--- src/rtl/corelet_ctrl.sv ---
// Tile sequencer for the corelet: weight fill/load, activation fill/execute, OFIFO drain to psum SRAM.
// Optional drain watchdog enabled by defining CTRL_TIMEOUT_EN.
module corelet_ctrl #(
  parameter int row     = 8,
  parameter int col     = 8,
  parameter int addr_bw = 11,
  parameter int cnt_bw  = 8,
  parameter int wgap    = 16,
  parameter int tmo     = 255
) (
  input  logic               clk,
  input  logic               reset,
  input  logic               start,
  input  logic [cnt_bw-1:0]  num_x,
  input  logic [addr_bw-1:0] w_base,
  input  logic [addr_bw-1:0] x_base,
  input  logic               ofifo_valid,
  output logic [7:0]         inst,
  output logic               xw_mode,
  output logic               mem_cen,
  output logic [addr_bw-1:0] mem_addr,
  output logic               psum_wen,
  output logic [addr_bw-1:0] psum_addr,
  output logic               busy,
  output logic               done,
  output logic               err
);

  // Phase counter must cover fill length, gap, watchdog limit and the largest tile.
  localparam int M1 = (col + 1 > wgap) ? col + 1 : wgap;
  localparam int M2 = (M1 > tmo) ? M1 : tmo;
  localparam int M3 = (M2 > (1 << cnt_bw)) ? M2 : (1 << cnt_bw);
  localparam int M4 = (M3 > row) ? M3 : row;
  localparam int CW = $clog2(M4 + 1);

  localparam logic [CW-1:0] C_COL    = CW'(col);
  localparam logic [CW-1:0] C_COL_M1 = CW'(col - 1);
  localparam logic [CW-1:0] C_GAP_M1 = CW'(wgap - 1);

  localparam int I_KLOAD = 0;
  localparam int I_EXEC  = 1;
  localparam int I_L0WR  = 2;
  localparam int I_L0RD  = 3;
  localparam int I_ORD   = 6;

  localparam logic [2:0] S_IDLE  = 3'd0;
  localparam logic [2:0] S_WFILL = 3'd1;
  localparam logic [2:0] S_WLOAD = 3'd2;
  localparam logic [2:0] S_WGAP  = 3'd3;
  localparam logic [2:0] S_XFILL = 3'd4;
  localparam logic [2:0] S_XEXEC = 3'd5;
  localparam logic [2:0] S_DRAIN = 3'd6;
  localparam logic [2:0] S_DONE  = 3'd7;

  logic [2:0]         r_state;
  logic [CW-1:0]      r_cnt;
  logic [cnt_bw-1:0]  r_num;
  logic [cnt_bw-1:0]  r_rd;
  logic [addr_bw-1:0] r_w_base;
  logic [addr_bw-1:0] r_x_base;
  logic [7:0]         r_inst;
  logic               r_xw_mode;
  logic               r_mem_cen;
  logic [addr_bw-1:0] r_mem_addr;
  logic               r_psum_wen;
  logic [addr_bw-1:0] r_psum_addr;
  logic               r_busy;
  logic               r_done;

  logic [2:0]         w_state_nxt;
  logic [CW-1:0]      w_cnt_nxt;
  logic [CW-1:0]      w_num;
  logic [7:0]         w_inst_nxt;
  logic               w_xw_nxt;
  logic               w_cen_nxt;
  logic [addr_bw-1:0] w_addr_nxt;
  logic               w_busy_nxt;
  logic               w_done_nxt;
  logic               w_accept;
  logic               w_rd;
`ifdef CTRL_TIMEOUT_EN
  localparam logic [CW-1:0] C_TMO_M1 = CW'(tmo - 1);
  logic w_tmo_hit;
  logic r_err;
`endif

  assign w_num = CW'(r_num);

  // Outputs are registered from the current state, so every output trails its state by one cycle.
  always_comb begin
    w_state_nxt = r_state;
    w_cnt_nxt   = r_cnt + 1'b1;
    w_inst_nxt  = '0;
    w_xw_nxt    = 1'b0;
    w_cen_nxt   = 1'b1;
    w_addr_nxt  = r_mem_addr;
    w_busy_nxt  = 1'b1;
    w_done_nxt  = 1'b0;
    w_accept    = 1'b0;
    w_rd        = 1'b0;
`ifdef CTRL_TIMEOUT_EN
    w_tmo_hit   = 1'b0;
`endif
    case (r_state)
      S_IDLE: begin
        w_busy_nxt = 1'b0;
        w_cnt_nxt  = '0;
        if (start) begin
          w_accept    = 1'b1;
          w_busy_nxt  = 1'b1;
          w_state_nxt = (num_x == '0) ? S_DONE : S_WFILL;
        end
      end
      S_WFILL: begin
        w_xw_nxt = 1'b1;
        if (r_cnt < C_COL) begin
          w_cen_nxt  = 1'b0;
          w_addr_nxt = r_w_base + addr_bw'(r_cnt);
        end
        w_inst_nxt[I_L0WR] = (r_cnt != '0);
        if (r_cnt == C_COL) begin
          w_state_nxt = S_WLOAD;
          w_cnt_nxt   = '0;
        end
      end
      S_WLOAD: begin
        w_xw_nxt            = 1'b1;
        w_inst_nxt[I_KLOAD] = 1'b1;
        w_inst_nxt[I_L0RD]  = 1'b1;
        if (r_cnt == C_COL_M1) begin
          w_state_nxt = S_WGAP;
          w_cnt_nxt   = '0;
        end
      end
      S_WGAP: begin
        if (r_cnt == C_GAP_M1) begin
          w_state_nxt = S_XFILL;
          w_cnt_nxt   = '0;
        end
      end
      S_XFILL: begin
        if (r_cnt < w_num) begin
          w_cen_nxt  = 1'b0;
          w_addr_nxt = r_x_base + addr_bw'(r_cnt);
        end
        w_inst_nxt[I_L0WR] = (r_cnt != '0);
        if (r_cnt == w_num) begin
          w_state_nxt = S_XEXEC;
          w_cnt_nxt   = '0;
        end
      end
      S_XEXEC: begin
        w_inst_nxt[I_EXEC] = 1'b1;
        w_inst_nxt[I_L0RD] = 1'b1;
        if (r_cnt == w_num - 1'b1) begin
          w_state_nxt = S_DRAIN;
          w_cnt_nxt   = '0;
        end
      end
      S_DRAIN: begin
        // Leaving once all reads are issued lets the last write land while DONE is registered.
        if (r_rd == r_num) begin
          w_state_nxt = S_DONE;
          w_cnt_nxt   = '0;
        end else if (ofifo_valid) begin
          w_rd              = 1'b1;
          w_inst_nxt[I_ORD] = 1'b1;
          w_cnt_nxt         = '0;
        end
`ifdef CTRL_TIMEOUT_EN
        else if (r_cnt == C_TMO_M1) begin
          w_tmo_hit   = 1'b1;
          w_state_nxt = S_DONE;
          w_cnt_nxt   = '0;
        end
`endif
      end
      S_DONE: begin
        w_busy_nxt  = 1'b0;
        w_done_nxt  = 1'b1;
        w_state_nxt = S_IDLE;
        w_cnt_nxt   = '0;
      end
      default: begin
        w_busy_nxt  = 1'b0;
        w_state_nxt = S_IDLE;
        w_cnt_nxt   = '0;
      end
    endcase
  end

  always_ff @(posedge clk) begin
    if (reset) begin
      r_state     <= S_IDLE;
      r_cnt       <= '0;
      r_num       <= '0;
      r_rd        <= '0;
      r_w_base    <= '0;
      r_x_base    <= '0;
      r_inst      <= '0;
      r_xw_mode   <= 1'b0;
      r_mem_cen   <= 1'b1;
      r_mem_addr  <= '0;
      r_psum_wen  <= 1'b1;
      r_psum_addr <= '0;
      r_busy      <= 1'b0;
      r_done      <= 1'b0;
    end else begin
      r_state    <= w_state_nxt;
      r_cnt      <= w_cnt_nxt;
      r_inst     <= w_inst_nxt;
      r_xw_mode  <= w_xw_nxt;
      r_mem_cen  <= w_cen_nxt;
      r_mem_addr <= w_addr_nxt;
      r_busy     <= w_busy_nxt;
      r_done     <= w_done_nxt;
      // Each OFIFO read is followed one cycle later by its psum write.
      r_psum_wen <= ~r_inst[I_ORD];
      if (w_accept) begin
        r_num       <= num_x;
        r_w_base    <= w_base;
        r_x_base    <= x_base;
        r_rd        <= '0;
        r_psum_addr <= '0;
      end else begin
        if (!r_psum_wen) r_psum_addr <= r_psum_addr + 1'b1;
        if (w_rd)        r_rd        <= r_rd + 1'b1;
      end
    end
  end

`ifdef CTRL_TIMEOUT_EN
  always_ff @(posedge clk) begin
    if (reset)          r_err <= 1'b0;
    else if (w_accept)  r_err <= 1'b0;
    else if (w_tmo_hit) r_err <= 1'b1;
  end
  assign err = r_err;
`else
  assign err = 1'b0;
`endif

  assign inst      = r_inst;
  assign xw_mode   = r_xw_mode;
  assign mem_cen   = r_mem_cen;
  assign mem_addr  = r_mem_addr;
  assign psum_wen  = r_psum_wen;
  assign psum_addr = r_psum_addr;
  assign busy      = r_busy;
  assign done      = r_done;

endmodule
--- config.mk ---
export PLATFORM = sky130hd
export DESIGN_NAME = corelet_ctrl
export DESIGN_NICKNAME = d
export VERILOG_FILES = /design/src/rtl/corelet_ctrl.sv
export SDC_FILE = /design/constraint.sdc
export NUM_CORES = 1
export LEC_CHECK = 0
export ABC_CLOCK_PERIOD_IN_PS = 3600
export BUFFER_PORTS_ARGS = -buffer_cell sky130_fd_sc_hd__buf_2
export CAP_MARGIN = 20
export CORE_MARGIN = 10
export CORE_UTILIZATION = 55
export CTS_CLUSTER_DIAMETER = 200
export DETAILED_ROUTE_END_ITERATION = 8
export PLACE_DENSITY = 0.84
export SETUP_SLACK_MARGIN = 0.5
export SYNTH_ARGS = -nofsm -noshare
export SYNTH_HDL_FRONTEND = slang
export SYNTH_SLANG_ARGS = --single-unit
--- constraint.sdc ---
create_clock -name clk -period 3.6 [get_ports clk]
set_clock_uncertainty 0.1 [all_clocks]
set_input_delay 0.72 -clock clk [delete_from_list [all_inputs] [get_ports clk]]
set_output_delay 0.72 -clock clk [all_outputs]
set_load 0.1 [all_outputs]
==> results of run 1 <==
-- cell type report --
cell class                 count  area (µm²)
clock buffer                  11         131
clock inverter                 5        78.8
fill                         681        2810
inverter                      19        71.3
multi-input combinational    384        2570
sequential                    82        1650
tap                          102         128
timing repair buffer          72         378
-- final timing paths --
| kind | depth (start not counted) | endpoint | startpoint | slack, ns |
|---|---|---|---|---|
| worst max register to register | 10 | mem_addr[10] | r_state[1] | 0.66 |
| worst max-delay path | 10 | mem_addr[10] | r_state[1] | 0.66 |
| worst min-delay path | 1 | psum_wen | inst[6] | 0.30 |
| worst min register to register | 1 | psum_wen | inst[6] | 0.30 |
-- per-layer routing --
layer  vias to the layer above  track usage (%)
met5                         -                0
met4                         0             5.14
met3                        14             4.82
met2                       114             28.6
met1                      1773             22.1
li1                       1875                -
-- placed cells by master, fill, tap and decap left out, types with 13 or more instances in the layout --
master   instances
nor3_1          14
a21oi_1         37
nor2_1          40
xor2_1          30
ha_1            22
dfxtp_1         79
xnor2_1         20
nand2_1         81
buf_2           65
nand4_1         13
inv_1           19
-- worst register-to-register path, delay by kind of cell (launching register included) --
family / cells / cell delay, ns
compound gates: 5 / 0.92
xor+xnor: 1 / 0.15
simple gates: 1 / 0.32
mux: 1 / 0.38
flops: 1 / 0.39
fa+ha+maj: 2 / 0.59
-- power groups by stage --
stage               registers (µW)  clock network, µW  logic, µW
global placement              1160                  0       1150
finish                        1150                716       1190
global route                  1170                770       1280
floorplan                     1440                  0        705
detailed placement            1170                  0       1180
CTS                           1150                730       1180
-- timing repair --
action / CTS / global route
buffers inserted: 2 / 0
gates resized for setup: 3 / 6
setup endpoints to repair: 2 / 4
endpoints found under the hold margin: 0 / 0
pin swaps: 1 / 2
-- kinds of logic (layout without fill, tap and decap cells) --
logic type,Yosys count,in the layout,share of synthesized area (%)
xor gates and xnor gates,50,50,9.78
muxes,20,20,4.75
DFF,82,82,36.6
AOI/OAI and AO/OA,87,87,13.6
buffers and inverters,55,107,6.82
and+or+nand+nor,200,200,21.7
other,1,4,0.0837
adders and majority gates,23,23,6.59
-- registers in the layout, summed over array words and instances, names as in the netlist --
signal     count
r_w_base      11
mem_addr      11
r_state        3
inst           5
r_rd           8
psum_wen       1
r_cnt          9
busy           1
mem_cen        1
r_x_base      11
xw_mode        1
psum_addr     11
r_num          8
done           1
-- stage by stage --
| step | hold slack (ns) | cell area (µm²) |
|---|---|---|
| after detailed placement | 0.285 | 4750 |
| after global placement | 0.280 | 4750 |
| after CTS | 0.307 | 4990 |
| after floorplan | 0.333 | 4510 |
| after global routing | 0.323 | 5000 |
| final | 0.296 | 5000 |
==> results.sh, run 1 <==
export IMPL_status="finished, final reports clean"
export IMPL_cts_max_path_buffers=2
export IMPL_grt_max_degree=58
export IMPL_layout_drive_gt1_share_pct=21.6
export IMPL_cts_tree="yes"
export IMPL_fin_nets=625
export IMPL_core_area_mm2=0.00781
export IMPL_grt_usage_pct=17.5
export IMPL_cell_internal_pwr_uw=1790
export IMPL_ys_seq_area_share_pct=36.6
export IMPL_io_buffers=65
export IMPL_fp_dieH_um=110
export IMPL_cp_common_cell="o21ai_0"
export IMPL_setup_tns_ns=0
export IMPL_dieWidth_um=110
export IMPL_fin_util_pct=64.1
export IMPL_path_class="register to register"
export IMPL_finalMaxSlewViolations=0
export IMPL_wl_met1_um=4640
export IMPL_yosysMostFrequentCell="dfxtp_1"
export IMPL_dieArea_mm2=0.0122
export IMPL_top_layer="met4"
export IMPL_irDropWorstVdd_v=0.000251
export IMPL_p_sw_uw=1270
export IMPL_synth_top_area_share_pct=36.6
export IMPL_path_cells="nor3b_4, mux2_2, ha_1, fa_2, a211oi_2, o21ai_0, a21oi_2, o21ai_0, xor2_1, a211oi_1"
export IMPL_rsz0062_at_grt="false"
export IMPL_met2WireLength_um=4890
export IMPL_clockRootBuffer="clkbuf_8"
export IMPL_grt_pass1_wl_um=17400
export IMPL_cp_num_buf_inv=0
export IMPL_start_kind="register"
export IMPL_required_ns=3.77
export IMPL_max_stage_delay_ns=0.39
export IMPL_min_path_type="register to register"
export IMPL_synthArstFlopShare_pct=0
export IMPL_placed_cells=657
export IMPL_grt_antenna_before_repair=0
export IMPL_yosys_area_top_type="dfxtp_1"
export IMPL_globalplace_congestion=0.859
export IMPL_switching_share_pct=41.5
export IMPL_timing_final_crit_share_pct=81.6
export IMPL_synthFlopType="dfxtp_1"
export IMPL_place_hpwl_um=7740
export IMPL_drt_iter0_drc=198
export IMPL_ioPinCount=70
export IMPL_worstMarginPinSlew_ns=0.827
export IMPL_clk_latency_ns=0.36
export IMPL_wire_per_inst_um=15.4
export IMPL_maxCapViolCount=0
export IMPL_diodes=0
export IMPL_via_per_inst=5.59
export IMPL_vias=3776
export IMPL_p_leak_uw=0.00211
export IMPL_dpl_worst_slack_ns=0.271
export IMPL_clkSlewWorstSetupHoldPaths_ns=0.08
export IMPL_crit_family="compound AO/OA/AOI/OAI gates"
export IMPL_syn_area_mm2=0.00448
export IMPL_area_growth_pct=11.6
export IMPL_synthTopCellsByArea="dfxtp_1, nand2_1, ha_1"
export IMPL_setup_ws_ns=0.662
export IMPL_drt_total_wl_um=10400
export IMPL_combPwrFrac_pct=38.8
export IMPL_ys_seq_elements=82
export IMPL_pwr_share_clk_pct=23.4
export IMPL_overflow=0
export IMPL_dr_pass1_iters=5
export IMPL_min_period_ns=2.94
export IMPL_yosysUniqueCellTypes=66
export IMPL_crit_arrival_ns=3.11
export IMPL_syn_avg_cell_area_um2=8.65
export IMPL_hold_violations=0
export IMPL_grt_pass1_vias=3725
export IMPL_drc=0
export IMPL_hold_buffers=0
export IMPL_endpoint_kind="register"
export IMPL_synthCells=518
export IMPL_setup_viol=0
export IMPL_h_tree_depth=3
export IMPL_max_freq_mhz=340
export IMPL_clock_sinks=82
export IMPL_relSlewSlack_pct=44.9
export IMPL_cts_buffers=9
export IMPL_fin_cells=675
export IMPL_p_seq_share_pct=37.7
export IMPL_synth_common_cells="dfxtp_1, nand2_1, nor2_1"
export IMPL_start_util_pct=57.4
export IMPL_power_density_mw_per_mm2=611
export IMPL_ant_nets=0
export IMPL_cpMaxStageDelayCell="dfxtp_2"
export IMPL_rows=32
export IMPL_met3_length_um=723
export IMPL_ys_warnings_count=0
export IMPL_synth_edf_count=0
export IMPL_worst_path_max_fanout=12
export IMPL_p_total_uw=3060
No activity file was read; power rests on OpenSTA's default activity.
==> run 2: changes to the inputs <==
- ABC_AREA: not set -> 1
- ABC_CLOCK_PERIOD_IN_PS: 3600 -> 2370
- CORE_UTILIZATION: 55 -> 51
- PLACE_DENSITY: 0.84 -> 0.82
- clock period: 3.6 -> 2.37 ns (I/O delays scaled with it)
==> run 2 against run 1 <==
Net effect: worst setup slack lost 0.53 ns; flip-flop and latch count stayed put; final cell count up 27%; worst hold slack worse by 0.026 ns; final area grew 14%; routed wire length up 21%; non-clock buffer count is 29 higher; synthesized cell count grew 26%; maximum frequency up 31%; clock power is 47% higher; total power rose by 110%; first-iteration DRC count is 140% higher.
==> results.sh, run 2 <==
export IMPL_ys_seq_area_share_pct=36.7
export IMPL_cts_max_path_buffers=2
export IMPL_fp_dieH_um=114
export IMPL_power_density_mw_per_mm2=1120
export IMPL_cts_buffers=9
export IMPL_dpl_cell_area_mm2=0.00500
export IMPL_fill_cells=694
export IMPL_max_freq_mhz=446
export IMPL_ys_warnings_count=0
export IMPL_required_ns=2.53
export IMPL_ys_seq_elements=82
export IMPL_place_hpwl_um=8760
export IMPL_dieArea_mm2=0.0129
export IMPL_drc=0
export IMPL_worstMarginPinSlew_ns=0.546
export IMPL_dr_pass1_iters=5
export IMPL_syn_avg_cell_area_um2=6.87
export IMPL_grt_pass1_vias=4271
export IMPL_status="finished, final reports clean"
export IMPL_synth_edf_count=0
export IMPL_clockRootBuffer="clkbuf_8"
export IMPL_drt_iter0_drc=468
export IMPL_crit_arrival_ns=2.40
export IMPL_maxCapViolCount=0
export IMPL_layout_common_cells="nand2_1, inv_1, nor2_1"
export IMPL_wire_per_inst_um=14.6
export IMPL_timing_final_crit_share_pct=94.6
export IMPL_io_buffers=65
export IMPL_synth_top_area_share_pct=36.7
export IMPL_drt_total_wl_um=12500
export IMPL_layout_area_seq_mm2=0.00169
export IMPL_layout_drive_gt1_share_pct=27.7
export IMPL_overflow=0
export IMPL_finalMaxSlewViolations=0
export IMPL_ioPinCount=70
export IMPL_p_sw_uw=3250
export IMPL_grt_pass1_wl_um=19900
export IMPL_hold_violations=0
export IMPL_p_total_uw=6430
export IMPL_yosys_area_top_type="dfxtp_1"
export IMPL_rows=34
export IMPL_synthCells=652
export IMPL_cts_tree="yes"
export IMPL_area_growth_pct=27.8
export IMPL_irDropWorstVdd_v=0.00103
export IMPL_multi_input_area_mm2=0.00275
export IMPL_rsz0062_at_grt="true"
export IMPL_path_class="register to register"
export IMPL_p_leak_uw=0.00262
export IMPL_yosysUniqueCellTypes=40
export IMPL_switching_share_pct=50.6
export IMPL_start_util_pct=51.8
export IMPL_synth_common_cells="nand2_1, inv_1, dfxtp_1"
export IMPL_fin_nets=803
export IMPL_fin_cells=859
export IMPL_layout_commonest_cell="nand2_1"
export IMPL_dieWidth_um=114
export IMPL_combPwrFrac_pct=54.6
export IMPL_min_path_type="primary input to register"
export IMPL_yosysMostFrequentCell="nand2_1"
export IMPL_clock_sinks=82
export IMPL_placed_cells=818
export IMPL_vias=4654
export IMPL_fin_area_mm2=0.00572
export IMPL_rrSetupSlack_ns=0.13
export IMPL_grt_max_degree=39
export IMPL_synthArstFlopShare_pct=0
export IMPL_synthTopCellsByArea="dfxtp_1, nand2_1, inv_1"
export IMPL_min_path_cells=3
export IMPL_core_area_mm2=0.00864
export IMPL_diodes=0
export IMPL_clkSlewWorstSetupHoldPaths_ns=0.09
export IMPL_clk_latency_ns=0.37
export IMPL_h_tree_depth=3
export IMPL_r2r_cells=14
export IMPL_grt_antenna_before_repair=0
export IMPL_syn_area_mm2=0.00448
export IMPL_relSlewSlack_pct=63.2
export IMPL_start_kind="register"
export IMPL_min_period_ns=2.24
export IMPL_worst_path_max_fanout=6
export IMPL_globalplace_congestion=0.883
export IMPL_p_seq_share_pct=29.0
export IMPL_endpoint_kind="register"
export IMPL_setup_viol=0
export IMPL_via_per_inst=5.42
export IMPL_synthFlopType="dfxtp_1"
export IMPL_grt_usage_pct=18.3
export IMPL_cell_internal_pwr_uw=3180
export IMPL_ant_nets=0
export IMPL_pwr_share_clk_pct=16.4
==> run 2: layout make-up <==
class                   instances  area share, %
repair buffers                101           10.7
clock buffers                  10           2.60
clock inverters                 6          0.940
inverters                      87           5.84
flip-flops and latches         82           29.4
multi-input cells             465           48.1
well taps                     108           2.36
==> run 2: through the flow <==
stage | hold slack [ns] | setup TNS, ns | utilization [%] | setup slack [ns]
6_report | 0.270 | 0 | 66.3 | 0.128
5_1_grt | 0.273 | -0.0307 | 66.3 | -0.0261
4_1_cts | 0.260 | 0 | 63.9 | 0.117
3_5_place_dp | 0.292 | 0 | 58.0 | 0.0954
3_3_place_gp | 0.289 | 0 | 58.0 | 0.124
2_1_floorplan | 0.325 | 0 | - | 0.134
==> run 2: cells by family (layout without fill, tap and decap cells) <==
family / Yosys count / in the layout / share of synthesized area (%)
fa+ha+maj: 23 / 23 / 6.60
xor+xnor: 19 / 19 / 3.72
simple gates: 295 / 298 / 29.1
other cells: 1 / 4 / 0.0838
flops: 82 / 82 / 36.7
compound gates: 121 / 121 / 14.0
buf+inv: 111 / 204 / 9.87
==> run 2: worst paths after layout <==
check | from | to
worst max-delay path | r_state[0] | mem_addr[9]
worst max register to register | r_state[0] | mem_addr[9]
worst min-delay path | w_base[6] | r_w_base[6]
worst min register to register | inst[6] | psum_wen
==> run 2: layer usage <==
| metal | part of all wire (%) | global-route usage, % |
|---|---|---|
| met3 | 9.0 | 4.88 |
| met1 | 41 | 22.3 |
| met2 | 48 | 30.3 |
| met5 | 0 | 0 |
| met4 | 2.3 | 6.85 |
==> run 2: power groups by stage <==
stage / Sequential, µW / Combinational [µW] / Clock (µW)
floorplan: 2700 / 1560 / 0
global placement: 1850 / 2900 / 0
detailed placement: 1860 / 2950 / 0
CTS: 1850 / 3240 / 1050
global route: 1900 / 3780 / 1120
finish: 1870 / 3510 / 1050
==> run 2: worst max-delay path, stage by stage, from the launching register on <==
cell     delay, ns
dfxtp_2       0.35
nor2_4        0.12
buf_12        0.14
nand2_8       0.07
nand2_1       0.07
o21ai_1       0.09
ha_1          0.37
nand2_2       0.09
nor3_4        0.20
nand3_1       0.10
nand3_1       0.11
xor2_1        0.16
nand2_1       0.07
inv_1         0.05
nor2_1        0.04
==> run 2: what timing repair did <==
action	CTS	global route
setup endpoints to repair	24	33
buffers inserted	16	6
cloned	3	0
hold buffers	0	0
resized for setup	49	38
pin swaps	14	36
